$ cat src/rtl/wshb_arb_pkg.sv
// Shared types and constants for the two-master Wishbone arbiter.
// The state encoding doubles as the one-hot grant vector {m1,m0}.
package wshb_arb_pkg;

    typedef enum logic [1:0] {
        IDLE = 2'b00,
        GNT0 = 2'b01,
        GNT1 = 2'b10
    } arb_state_t;

    localparam logic [2:0] CTI_CLASSIC = 3'b000;
    localparam logic [1:0] BTE_LINEAR  = 2'b00;

endpackage

$ cat src/rtl/wshb_rr_pick.sv
// Combinational 2-way round-robin picker: a lone requester wins, a tie goes
// to the master that did not hold the bus last, no request picks IDLE.
module wshb_rr_pick
    import wshb_arb_pkg::*;
(
    input  logic [1:0] req_i,
    input  logic       last_i,
    output arb_state_t pick_o
);

    always_comb begin
        pick_o = IDLE;
        case (req_i)
            2'b01:   pick_o = GNT0;
            2'b10:   pick_o = GNT1;
            2'b11:   pick_o = last_i ? GNT0 : GNT1;
            default: pick_o = IDLE;
        endcase
    end

endmodule

$ cat src/rtl/wshb_arbiter.sv
// Two-master / one-slave classic Wishbone arbiter in front of the SDRAM controller.
// Round-robin with a per-tenure ack cap that only bites while the other master waits.
module wshb_arbiter
    import wshb_arb_pkg::*;
#(
    parameter int ADR_W     = 32,
    parameter int DAT_W     = 16,
    parameter int SEL_W     = 2,
    parameter int MAX_BURST = 64
) (
    input  logic             CLK,
    input  logic             rst,
    input  logic             m0_cyc,
    input  logic             m0_stb,
    input  logic             m0_we,
    input  logic [ADR_W-1:0] m0_adr,
    input  logic [SEL_W-1:0] m0_sel,
    input  logic [DAT_W-1:0] m0_dat_ms,
    input  logic [2:0]       m0_cti,
    input  logic [1:0]       m0_bte,
    output logic             m0_ack,
    output logic [DAT_W-1:0] m0_dat_sm,
    input  logic             m1_cyc,
    input  logic             m1_stb,
    input  logic             m1_we,
    input  logic [ADR_W-1:0] m1_adr,
    input  logic [SEL_W-1:0] m1_sel,
    input  logic [DAT_W-1:0] m1_dat_ms,
    input  logic [2:0]       m1_cti,
    input  logic [1:0]       m1_bte,
    output logic             m1_ack,
    output logic [DAT_W-1:0] m1_dat_sm,
    output logic             s_cyc,
    output logic             s_stb,
    output logic             s_we,
    output logic [ADR_W-1:0] s_adr,
    output logic [SEL_W-1:0] s_sel,
    output logic [DAT_W-1:0] s_dat_ms,
    output logic [2:0]       s_cti,
    output logic [1:0]       s_bte,
    input  logic             s_ack,
    input  logic [DAT_W-1:0] s_dat_sm,
    output logic [1:0]       gnt
);

    localparam int CNT_W = $clog2(MAX_BURST + 1);

    arb_state_t       state_q, state_d, pick;
    logic             last_q, last_d;
    logic [CNT_W-1:0] cnt_q, cnt_d;
    logic             own_cyc, oth_cyc, rel, pick_last;

    // On release the current owner becomes "last", so the picker hands a
    // waiting peer the bus directly, or re-grants the owner if it alone asks.
    assign pick_last = (state_q == IDLE) ? last_q : (state_q == GNT1);

    wshb_rr_pick u_pick (
        .req_i  ({m1_cyc, m0_cyc}),
        .last_i (pick_last),
        .pick_o (pick)
    );

    always_comb begin
        state_d = state_q;
        last_d  = last_q;
        cnt_d   = cnt_q;
        own_cyc = (state_q == GNT1) ? m1_cyc : m0_cyc;
        oth_cyc = (state_q == GNT1) ? m0_cyc : m1_cyc;
        rel     = 1'b0;
        if (state_q == IDLE) begin
            state_d = pick;
        end else begin
            if (s_ack && cnt_q != CNT_W'(MAX_BURST))
                cnt_d = cnt_q + CNT_W'(1);
            // >= so a lone master that saturated the counter still yields
            // on its next ack once the peer shows up.
            rel = !own_cyc || (s_ack && oth_cyc && cnt_q >= CNT_W'(MAX_BURST - 1));
            if (rel) begin
                last_d  = (state_q == GNT1);
                cnt_d   = '0;
                state_d = pick;
            end
        end
    end

    always_ff @(posedge CLK) begin
        if (rst) begin
            state_q <= IDLE;
            last_q  <= 1'b1;
            cnt_q   <= '0;
        end else begin
            state_q <= state_d;
            last_q  <= last_d;
            cnt_q   <= cnt_d;
        end
    end

    always_comb begin
        s_cyc    = 1'b0;
        s_stb    = 1'b0;
        s_we     = 1'b0;
        s_adr    = '0;
        s_sel    = '0;
        s_dat_ms = '0;
        s_cti    = CTI_CLASSIC;
        s_bte    = BTE_LINEAR;
        case (state_q)
            GNT0: begin
                s_cyc    = m0_cyc;
                s_stb    = m0_stb;
                s_we     = m0_we;
                s_adr    = m0_adr;
                s_sel    = m0_sel;
                s_dat_ms = m0_dat_ms;
                s_cti    = m0_cti;
                s_bte    = m0_bte;
            end
            GNT1: begin
                s_cyc    = m1_cyc;
                s_stb    = m1_stb;
                s_we     = m1_we;
                s_adr    = m1_adr;
                s_sel    = m1_sel;
                s_dat_ms = m1_dat_ms;
                s_cti    = m1_cti;
                s_bte    = m1_bte;
            end
            default: ;
        endcase
    end

    // An ack that lands while reset is asserted belongs to an aborted tenure.
    assign m0_ack    = (state_q == GNT0) && s_ack && !rst;
    assign m1_ack    = (state_q == GNT1) && s_ack && !rst;
    assign m0_dat_sm = s_dat_sm;
    assign m1_dat_sm = s_dat_sm;
    assign gnt       = {state_q == GNT1, state_q == GNT0};

endmodule

$ cat config.mk
export PLATFORM = sky130hd
export DESIGN_NAME = wshb_arbiter
export DESIGN_NICKNAME = d
export VERILOG_FILES = /design/src/rtl/wshb_arb_pkg.sv /design/src/rtl/wshb_rr_pick.sv /design/src/rtl/wshb_arbiter.sv
export SDC_FILE = /design/constraint.sdc
export NUM_CORES = 1
export LEC_CHECK = 0
export BUFFER_PORTS_ARGS = -buffer_cell sky130_fd_sc_hd__buf_4
export CORE_AREA = 2 2 88 90
export DETAILED_ROUTE_END_ITERATION = 7
export DIE_AREA = 0 0 90 92
export GPL_TIMING_DRIVEN = 0
export PLACE_DENSITY = 0.72
export SLEW_MARGIN = 20
export SYNTH_ARGS = -nofsm -noshare
export SYNTH_HDL_FRONTEND = slang
export SYNTH_SLANG_ARGS = --single-unit
export TNS_END_PERCENT = 5
$ cat constraint.sdc
create_clock -name CLK -period 1.75 [get_ports CLK]
set_input_delay 0.0875 -clock CLK [delete_from_list [all_inputs] [get_ports CLK]]
set_output_delay 0.0875 -clock CLK [all_outputs]
set_load 0.03 [all_outputs]
# Word-level counts from Yosys, hierarchy flattened
# Cells that the tools add are included.
# totals
output_inout_bits,94
word_cells,44
reg_bits,10
mem_bits_rw,0
mem_bits_ro,0
latchBits,0
memories,0
# classes
div,0
eq_ne,6
mul,0
n_shift,0
reduce_logical,15
n_mux,17
n_lt_le_gt_ge,1
bitwise_logic,1
addsub,1
# ops
operator,n
$pmux 32 s2,1
$pmux 16 s2,1
$mux 7,2
$pmux 2 s2,2
$add 7x1->7 const B,1
$ge 7x6->1 const B,1
$logic_and 1x1->1,7
$ne 7x7->1 const B,1
$eq 2x2->1 const B,3
$mux 2,3
$pmux 1 s2,3
$pmux 2 s3,1
$pmux 3 s2,1
$eq 2x1->1 const B,2
$reduce_and 2->1,2
$reduce_bool 2->1,2
$mux 1,3
$logic_not 1->1,2
$logic_not 2->1,1
$logic_or 1x1->1,1
$not 1->1,1

# Logic depth before layout (Yosys ltp)
# Gate-level depths: netlist of the first run.
# depth
ltp_word,7
depth_mapped,9
ltp_nobuf,6

# Hierarchy
# Synthesis of the first run repeated with hierarchy kept, for this count alone.
# hier_totals
hier_cells,255
hier_area_um2,1845.5
# modules_own_cells
module,area_each_um2,n_inst,seq_area_each_um2,cells_each
wshb_arbiter,1826.8,1,200.2,252
wshb_rr_pick,18.8,1,0.0,3

# Worst setup path before layout of the first run
# Ideal clock, no wire load.
# synth_path
kind,reg-to-output
from,register state_q[0]
to,output port s_cti[1]
n_path_buf,3
slack_ps,-382
required_time_ps,1662
arrival_time_ps,2045
stages_incl_launch_ff,8
path_cell_list,dfxtp_1 inv_1 ha_1 buf_6 clkbuf_1 clkbuf_1 a22oi_1 nor2b_1
# synth_via
elab_chain_cells,2
# synth_rtl
item,line_no,rtl
start: declaration,wshb_arbiter.sv:48,"arb_state_t state_q, state_d, pick;"
start signal: assignment,wshb_arbiter.sv:92,state_q <= state_d;
$eq 2x2->1,-,
net gnt[1],wshb_arbiter.sv:43,output logic [1:0] gnt
$pmux 3 s2,wshb_arbiter.sv:107,case (state_q)
end: declaration,wshb_arbiter.sv:39,"output logic [2:0] s_cti,"
# The timed path passes the listed nets, and every way through them passes these cells.

# Worst setup path in the final report of the first run
# layout_path
from,register state_q[0]
to,register state_q[1]
# layout_via
elab_chain_cells,6
# layout_rtl
item,line_no
$eq 2x2->1 / $logic_not 2->1 (equally long branches),-
"$mux 1, on equally long branches","wshb_arbiter.sv:55, wshb_arbiter.sv:68"
$mux 2 / $logic_and 1x1->1 (equally long branches),"wshb_rr_pick.sv:16, wshb_arbiter.sv:77"
$pmux 2 s3 / $logic_and 1x1->1 (equally long branches),"wshb_rr_pick.sv:13, wshb_arbiter.sv:77"
$mux 2 / $logic_or 1x1->1 (equally long branches),"wshb_arbiter.sv:78, wshb_arbiter.sv:77"
$mux 2 / $reduce_bool 2->1 (equally long branches),-
# Several ways; a longest one is shown, not always the timed one. The select of a mux whose other input is x is not followed.
# A chain may end at the register's enable or synchronous reset.

==> metrics.yaml, run 1 <==
status: "complete, no violations"
fin_ws_ps: 3.86
synthXorXnorAreaFrac_pct: 0
grt_pass1_wl_um: 13800
grt-ovfl-total: 0
antenna_cells: 0
synthMuxAreaShare_pct: 2.39
mappedNetlistArea_mm2: 0.00188
multi_input_area_mm2: 0.00145
dp_slack_ps: -191
hold_path_end: "state_q[0]"
avgSynthCellArea_um2: 7.25
worstMarginPinSlew_ps: 597
drtIter0Drc: 155
synth_warnings: 0
cp.required_ps: 1870
critPathMaxFanout: 6
whs_path_depth: 3
synth_compound_area_share_pct: 35.1
tns_ps: 0
gp_congestion: 0.888
grt_pass1_vias: 2619
cts_root_buf: "clkbuf_8"
synth_top_family_by_area: "compound AO/OA/AOI/OAI gates"
coreArea_mm2: 0.00745
nets: 624
wl_per_cell_um: 16.0
skew_ps: 1.98
clk_pin_slew_ps: 50
finalSetupViolCount: 0
io_pins: 229
hold_viol: 0
critPathLaunchType: "register"
synth-main-ff-cell: "dfxtp_1"
drc_errors: 0
seq_area_um2: 206
min_period_ps: 1750
synth-async-reset-ratio_pct: 0
cp-end-kind: "register"
antenna_found_initial: 0
ant_nets: 0
slew_viol_final: 0
synthDistinctLibCells: 43
port_buffers: 212
maxCapViolations: 0
start_util_pct: 25.3
power_mw: 1.82
synth_edf_count: 0
r2r_start: "state_q[0]"
synth.ff_latch_count: 10
routed_wl_um: 9330
maxSlewHeadroom_pct: 59.9
yosysSeqAreaShare_pct: 10.6
drt_pass1_iterations: 4
power.leakage_nw: 1.80
cts_made_buffers: 3
reg2reg_slack_ps: 4
hold_start: "rst"
syn-num-nets: 400
vias_per_cell: 4.74
vias: 2771
grt_use_total_pct: 20.3
tritoncts: "built"
hold_slack_ps: 160
min_path_type: "primary input to register"
crit_type: "register to register"
final.fill_count: 762
powerDensity_mw_per_mm2: 459
peakVddDrop_mv: 0.432
grt_start_max_net_pins: 11
rr_worst_depth: 7
arrival_ps: 1870
post-route-period-util_pct: 99.8
worst_skew_pair.late_latency_ps: 230
die_w_um: 90
cts_htree_levels: 1
num_rows: 32
rsz0062_at_grt: "yes"
r2r_end: "state_q[1]"
synthAdderAreaFrac_pct: 3.32
hold_buffers: 0
drive_gt1_share_pct: 65.6
fin_util_pct: 53.1
fmax_mhz: 573
syn_inst: 260
die_area_mm2: 0.00828
die_h_um: 92
synthSimpleGateAreaFrac_pct: 28.2
clock-sinks: 10
clock_path_buffers: 2
area_growth_pct: 110
dp_hpwl_um: 7460
Yosys cell counts, types with 2 or more instances:
library cell | count | area share [%]
a21oi_1 | 8 | 2.1
a22oi_1 | 57 | 23
a31oi_1 | 2 | 0.66
and3b_1 | 2 | 0.93
buf_4 | 32 | 13
buf_6 | 3 | 1.8
clkbuf_1 | 20 | 4.0
dfxtp_1 | 10 | 11
ha_1 | 5 | 3.3
inv_1 | 6 | 1.2
mux2i_1 | 3 | 1.6
nand2_1 | 7 | 1.4
nand2b_1 | 2 | 0.66
nand3_1 | 5 | 1.3
nand3b_1 | 3 | 1.2
nor2_1 | 3 | 0.60
nor2b_1 | 59 | 20
nor3_1 | 2 | 0.53
o211ai_1 | 3 | 1.2
o21ai_0 | 2 | 0.53
o221ai_1 | 3 | 1.4
o22ai_1 | 2 | 0.66
cell type report:
type / instances / share of cell area (%)
Buffer: 54 / 10.4
Sequential cell: 10 / 5.22
Tap cell: 102 / 3.23
Timing Repair Buffer: 223 / 42.7
Multi-Input combinational cell: 186 / 36.7
Clock buffer: 3 / 1.04
Inverter: 6 / 0.633
registers in the layout, indices dropped and copies added, names as in the netlist:
signal / count
state_q: 2
cnt_q: 7
last_q: 1
routing by layer:
layer	GRT usage [%]	part of all wire [%]	vias to the layer above
li1	-	-	1366
met5	0	0	-
met1	22.9	37	1267
met4	3.08	1.4	0
met2	38.7	54	126
met3	5.67	7.6	12
metrics by stage:
step           cells  area [um^2]
3_3_place_gp     574         3660
5_1_grt          584         3960
4_1_cts          579         3850
6_report         584         3960
2_1_floorplan    260         1940
3_5_place_dp     574         3660
critical path, stage by stage (launching register included):
cell,delay (ps)
dfxtp_4,360
inv_4,50
ha_4,170
and2_4,180
o221a_1,250
buf_6,130
o21ba_4,200
mux2_4,290
power by group:
part / total, mW / internal [mW] / switching, mW
logic: 1.33 / 0.680 / 0.651
registers: 0.248 / 0.239 / 0.00974
clock network: 0.238 / 0.150 / 0.0875
total: 1.82 / 1.07 / 0.749
placed cells by master (no fill, tap or decap), drive strengths merged, types with 3 or more instances in the layout:
cell type  instances
buf              262
nor2b             59
a22oi             57
clkbuf            18
dfxtp             10
a21oi              8
nand2              7
inv                6
nand3              5
ha                 5
o211ai             3
mux2i              3
nand3b             3
nor2               3
o221ai             3
cell families (layout without fill, tap and decap cells):
| family | Yosys count | after routing |
|---|---|---|
| muxes | 4 | 4 |
| buffers and inverters | 64 | 286 |
| and+or+nand+nor | 88 | 88 |
| DFF | 10 | 10 |
| AOI/OAI and AO/OA | 89 | 89 |
| adders and majority gates | 5 | 5 |
worst max-delay path by stage:
stage                             to  depth (start not counted)       start  slack, ps
after global placement        last_q                          8  state_q[0]       -190
after detailed placement    s_adr[1]                          6  state_q[1]       -190
after global routing        s_adr[8]                          5  state_q[1]        -60
after floorplan           state_q[1]                          9  state_q[0]       -150
after CTS                 state_q[1]                          7  state_q[0]         -7
final                     state_q[1]                          7  state_q[0]          4
timing repair:
action,CTS,global route
pin swaps,2,7
endpoints found under the setup margin,67,60
buffers inserted,5,6
gates resized for setup,37,26
No activity file was read; power rests on OpenSTA's default activity.
==> inputs of run 2 (changes only) <==
Settings changed: ABC_AREA from default to 1, PLACE_DENSITY 0.72 to 0.71.
==> run 2 against run 1 <==
Against the previous run: critical path depth did not move; final cell count grew 12%; first-iteration DRC count fell by 41%; combinational power grew 40%; global-route usage decreased by 1.3 points.
==> metrics.yaml, run 2 <==
largest_reg_flops: 7
hold_buffers: 0
start_util_pct: 24.1
grt-ovfl-total: 0
syn_inst: 338
dp_hpwl_um: 7340
grt_use_total_pct: 19.0
synth_top_area_cell: "nand2_1"
grt_pass1_vias: 2787
finalSetupViolCount: 0
io_pins: 229
antenna_cells: 0
power_mw: 2.42
area_growth_pct: 120
post-route-period-util_pct: 95.5
path_buf_inv: 4
cts_made_buffers: 3
reg_top3: "cnt_q (7), state_q (2), last_q (1)"
synth.ff_latch_count: 10
mostFrequentLayoutCell: "buf_4"
fmax_mhz: 598
dp_slack_ps: -346
critPathMaxFanout: 10
mappedNetlistArea_mm2: 0.00179
slowest_delay_ps: 330
tritoncts: "built"
synthDistinctLibCells: 26
die_area_mm2: 0.00828
peakVddDrop_mv: 0.221
power.leakage_nw: 1.86
coreArea_mm2: 0.00745
min_path_type: "primary input to register"
path_delay_family: "buffers and inverters"
final_cells: 655
synth-main-ff-cell: "dfxtp_1"
grt_start_max_net_pins: 12
drc_errors: 0
synth_common_cells: "141 x nand2_1, 62 x a21oi_1, 32 x buf_4"
final.fill_count: 754
wl_per_cell_um: 12.9
drive_gt1_share_pct: 62.2
num_rows: 32
multi_input_area_mm2: 0.00147
worst_skew_pair.late_latency_ps: 240
ant_nets: 0
synth_warnings: 0
ys_top_cells_by_area: "nand2_1 30%, a21oi_1 17%, buf_4 13%"
drtIter0Drc: 92
die_h_um: 92
gp_congestion: 0.930
powerDensity_mw_per_mm2: 614
slew_viol_final: 0
path_cells: "inv_2 > ha_4 > buf_4 > buf_6 > nand2_1 > a21oi_4 > buf_6"
fin_util_pct: 53.0
synth_edf_count: 0
yosysMostFrequentCell: "nand2_1"
arrival_ps: 1580
skew_ps: 3.87
slowest_stage: "dfxtp_2"
rsz0062_at_grt: "yes"
placed_cells: 652
clock_path_buffers: 2
largest-register: "cnt_q"
clk_pin_slew_ps: 50
vias_per_cell: 4.33
worstMarginPinSlew_ps: 273
avgSynthCellArea_um2: 5.30
maxCapViolations: 0
synth_top_area_share_pct: 29.5
crit_type: "register to output pin"
routed_wl_um: 8450
port_buffers: 212
cts_root_buf: "clkbuf_8"
status: "complete, no violations"
hold_viol: 0
clock-sinks: 10
min_period_ps: 1670
synth-async-reset-ratio_pct: 0
syn-num-nets: 478
yosysSeqAreaShare_pct: 11.2
cp.required_ps: 1660
crit_top_cell: "buf_6"
maxSlewHeadroom_pct: 81.8
tns_ps: 0
layout_common_cells: "242 x buf_4, 141 x nand2_1, 48 x a21oi_2, 15 x nor2_1, 12 x inv_1"
fin_ws_ps: 78.8
vias: 2839
nets: 694
grt_pass1_wl_um: 13100
critPathLaunchType: "register"
drt_pass1_iterations: 4
cp-end-kind: "output pin"
antenna_found_initial: 0
cts_htree_levels: 1
die_w_um: 90
seq_area_um2: 205
run 2: cell count changes in the layout (fill, tap and decap cells not counted), sizes merged, moves of 9 or more:
cell	change
a21oi	+55
a22oi	-57
buf	-9
inv	+12
nand2	+140
nor2	+17
nor2b	-59
run 2: cell families after synthesis:
| kind of cell | after synthesis | synth area share (%) |
|---|---|---|
| adders and majority gates | 5 | 3.49 |
| and+or+nand+nor | 181 | 42.9 |
| xor gates and xnor gates | 1 | 0.489 |
| buffers and inverters | 71 | 21.9 |
| DFF | 10 | 11.2 |
| AOI/OAI and AO/OA | 70 | 20.0 |
run 2: worst paths after layout:
kind              start   endpoint  slack, ps  cells after the start
max          state_q[0]  s_adr[21]         80                      7
min                 rst   cnt_q[5]         50                      2
max reg2reg  state_q[0]   cnt_q[1]        140                     10
min reg2reg      last_q     last_q        470                      2
run 2: worst reg2reg max path, stage by stage, from the launching register on:
cell     delay, ps
dfxtp_2        350
inv_2           70
ha_4           190
buf_4          160
o21ai_1        160
a21oi_2         60
nand2_4        100
nand2_4         90
nor2_2         140
nand2_1         70
a21oi_1        140
run 2: cell type report:
type,count,share of cell area [%]
inverters,19,1.81
flip-flops and latches,10,5.20
clock buffers,4,1.39
repair buffers,213,40.9
well taps,102,3.23
plain buffers,50,10.3
multi-input cells,257,37.2
run 2: per-stage QoR:
stage / hold slack [ps] / instance area, um^2
after global routing: 54.0 / 3950
after floorplan: 157 / 2010
after detailed placement: 303 / 3720
final: 50.7 / 3950
after CTS: 50.6 / 3860
after global placement: 296 / 3720
run 2: power by group:
group / switching (mW) / internal, mW / total [mW] / leakage, nW
logic: 1.09 / 0.766 / 1.86 / 1.75
clock network: 0.0946 / 0.198 / 0.293 / 0.0288
registers: 0.0202 / 0.253 / 0.273 / 0.0826
run 2: per-layer routing:
metal / routed length [um] / global-route usage, % / up-vias
met5: 0 / 0 / -
met2: 4450 / 35.0 / 115
met4: 220 / 5.00 / 0
met1: 3210 / 22.0 / 1243
met3: 571 / 4.60 / 17
li1: - / - / 1464
run 2: what timing repair did:
item	CTS	global route
setup buffers	0	1
setup endpoints to repair	60	53
gates resized for setup	28	23
pin swaps	0	2
==> inputs of run 3 (changes only) <==
Settings changed: REMOVE_ABC_BUFFERS from default to 1.
==> run 3 against run 2 <==
Against the previous run: sequential cell count unchanged; register-to-register slack better by 20 ps; total power shrank 16%; highest routed layer is now met5; worst hold slack gained 4.8 ps; first-iteration DRC count grew 8.7%; largest power group unchanged.
==> metrics.yaml, run 3 (same netlist as run 2, synthesis figures left out) <==
maxSlewHeadroom_pct: 80.3
port_buffers: 180
clock_path_buffers: 2
skew_ps: 3.08
grt_pass1_wl_um: 13000
cp.required_ps: 1660
drtIter0Drc: 100
coreArea_mm2: 0.00745
stdcell_area_mm2: 0.00321
arrival_ps: 1590
layout_common_cells: "182 x buf_4, 141 x nand2_1, 59 x a21oi_1, 16 x nor2_1, 12 x inv_1"
status: "complete, no violations"
dp_slack_ps: -290
final.fill_count: 795
crit_type: "register to output pin"
rsz0062_at_grt: "no"
powerDensity_mw_per_mm2: 635
peakVddDrop_mv: 0.228
top_usage_layer: "met2"
start_util_pct: 24.1
ant_nets: 0
cts_made_buffers: 3
mostFrequentLayoutCell: "buf_4"
wl_per_cell_um: 15.1
dp_hpwl_um: 6530
area_growth_pct: 79.2
cts_root_buf: "clkbuf_8"
finalSetupViolCount: 0
fmax_mhz: 597
path_delay_family: "buffers and inverters"
maxCapViolations: 0
grt_use_total_pct: 19.4
worst_skew_pair.late_latency_ps: 240
slowest_delay_ps: 370
min_period_ps: 1670
clock-sinks: 10
critPathMaxFanout: 32
antenna_found_initial: 0
grt.met2_usage_pct: 33.8
clk_pin_slew_ps: 50
die_h_um: 92
fin_ws_ps: 75.3
tritoncts: "built"
largest_reg_flops: 7
largest-register: "cnt_q"
met1_usage_pct: 20.9
grt_pass1_vias: 2606
cp-end-kind: "output pin"
drc_errors: 0
slowest_stage: "dfxtp_2"
power.leakage_nw: 1.50
drive_gt1_share_pct: 46.0
hold_slack_ps: 55.4
critPathLaunchType: "register"
antenna_cells: 0
cts_htree_levels: 1
grt_start_max_net_pins: 34
gp_congestion: 0.853
post-route-period-util_pct: 95.7
tns_ps: 0
use_met3_pct: 9.04
worstMarginPinSlew_ps: 296
min_path_type: "primary input to register"
io_pins: 229
path_cells: "inv_2 > ha_4 > inv_8 > buf_16 > a21oi_1 > buf_4"
die_w_um: 90
routed_wl_um: 8740
final_cells: 580
path_buf_inv: 4
reg_top3: "cnt_q (7), state_q (2), last_q (1)"
place_area_mm2: 0.00302
placed_cells: 570
nets: 620
drt_pass1_iterations: 4
vias: 2719
die_area_mm2: 0.00828
vias_per_cell: 4.69
hold_buffers: 0
num_rows: 32
slew_viol_final: 0
hold_viol: 0
grt-ovfl-total: 0
[run 3: changes by cell type in the layout (fill, tap and decap cells not counted), moves of 2 or more]
| cell | previous run | this run |
|---|---|---|
| clkbuf_2 | 6 | 0 |
| a21oi_2 | 48 | 3 |
| a21oi_1 | 11 | 59 |
| buf_6 | 7 | 2 |
| buf_12 | 0 | 2 |
| clkbuf_4 | 2 | 0 |
| clkbuf_16 | 2 | 0 |
| a21oi_4 | 4 | 1 |
| buf_16 | 0 | 2 |
| buf_4 | 242 | 182 |
| buf_2 | 3 | 0 |
[run 3: layer usage]
metal | share of wire, % | routed length, um | vias up
li1 | - | - | 1313
met1 | 36 | 3170 | 1224
met2 | 49 | 4310 | 159
met3 | 11 | 991 | 21
met4 | 2.4 | 206 | 2
met5 | 0.60 | 52 | -
[run 3: metrics by stage]
| stage | power [mW] | utilization [%] |
|---|---|---|
| after detailed placement | 1.66 | 40.6 |
| final | 2.04 | 43.1 |
| after global placement | 1.59 | 39.6 |
| after floorplan | 1.05 | - |
| after global routing | 2.18 | 43.1 |
| after CTS | 2.02 | 42.8 |
[run 3: report_power, final]
group,switching [mW],internal [mW]
combinational,0.907,0.619
clock,0.0912,0.151
sequential,0.0210,0.253
[run 3: cell type report]
class | count | area [um^2] | area share (%)
inverters | 19 | 78.8 | 2.45
repair buffers | 189 | 1500 | 46.7
clock buffers | 3 | 41.3 | 1.29
flip-flops and latches | 10 | 203 | 6.31
well taps | 102 | 128 | 3.97
multi-input cells | 257 | 1260 | 39.3
[run 3: what timing repair did]
| action | CTS | global route |
|---|---|---|
| gates cloned | 0 | 0 |
| setup endpoints to repair | 70 | 40 |
| pin swaps | 2 | 0 |
| setup buffers | 7 | 0 |
| gates resized for setup | 8 | 8 |
[run 3: path summary, 6_finish.rpt]
kind / depth (start not counted) / endpoint / startpoint / slack, ps
max reg2reg: 9 / cnt_q[6] / state_q[0] / 160
min: 2 / cnt_q[5] / rst / 60
max: 6 / s_adr[14] / state_q[1] / 80
min reg2reg: 2 / last_q / last_q / 470
[run 3: worst register-to-register path: cells and delay by family (launching register included)]
kind	cells	cell delay [ps]
and+or+nand+nor	5	450
DFF	1	350
AOI/OAI and AO/OA	1	240
adders and majority gates	1	200
buffers and inverters	2	250
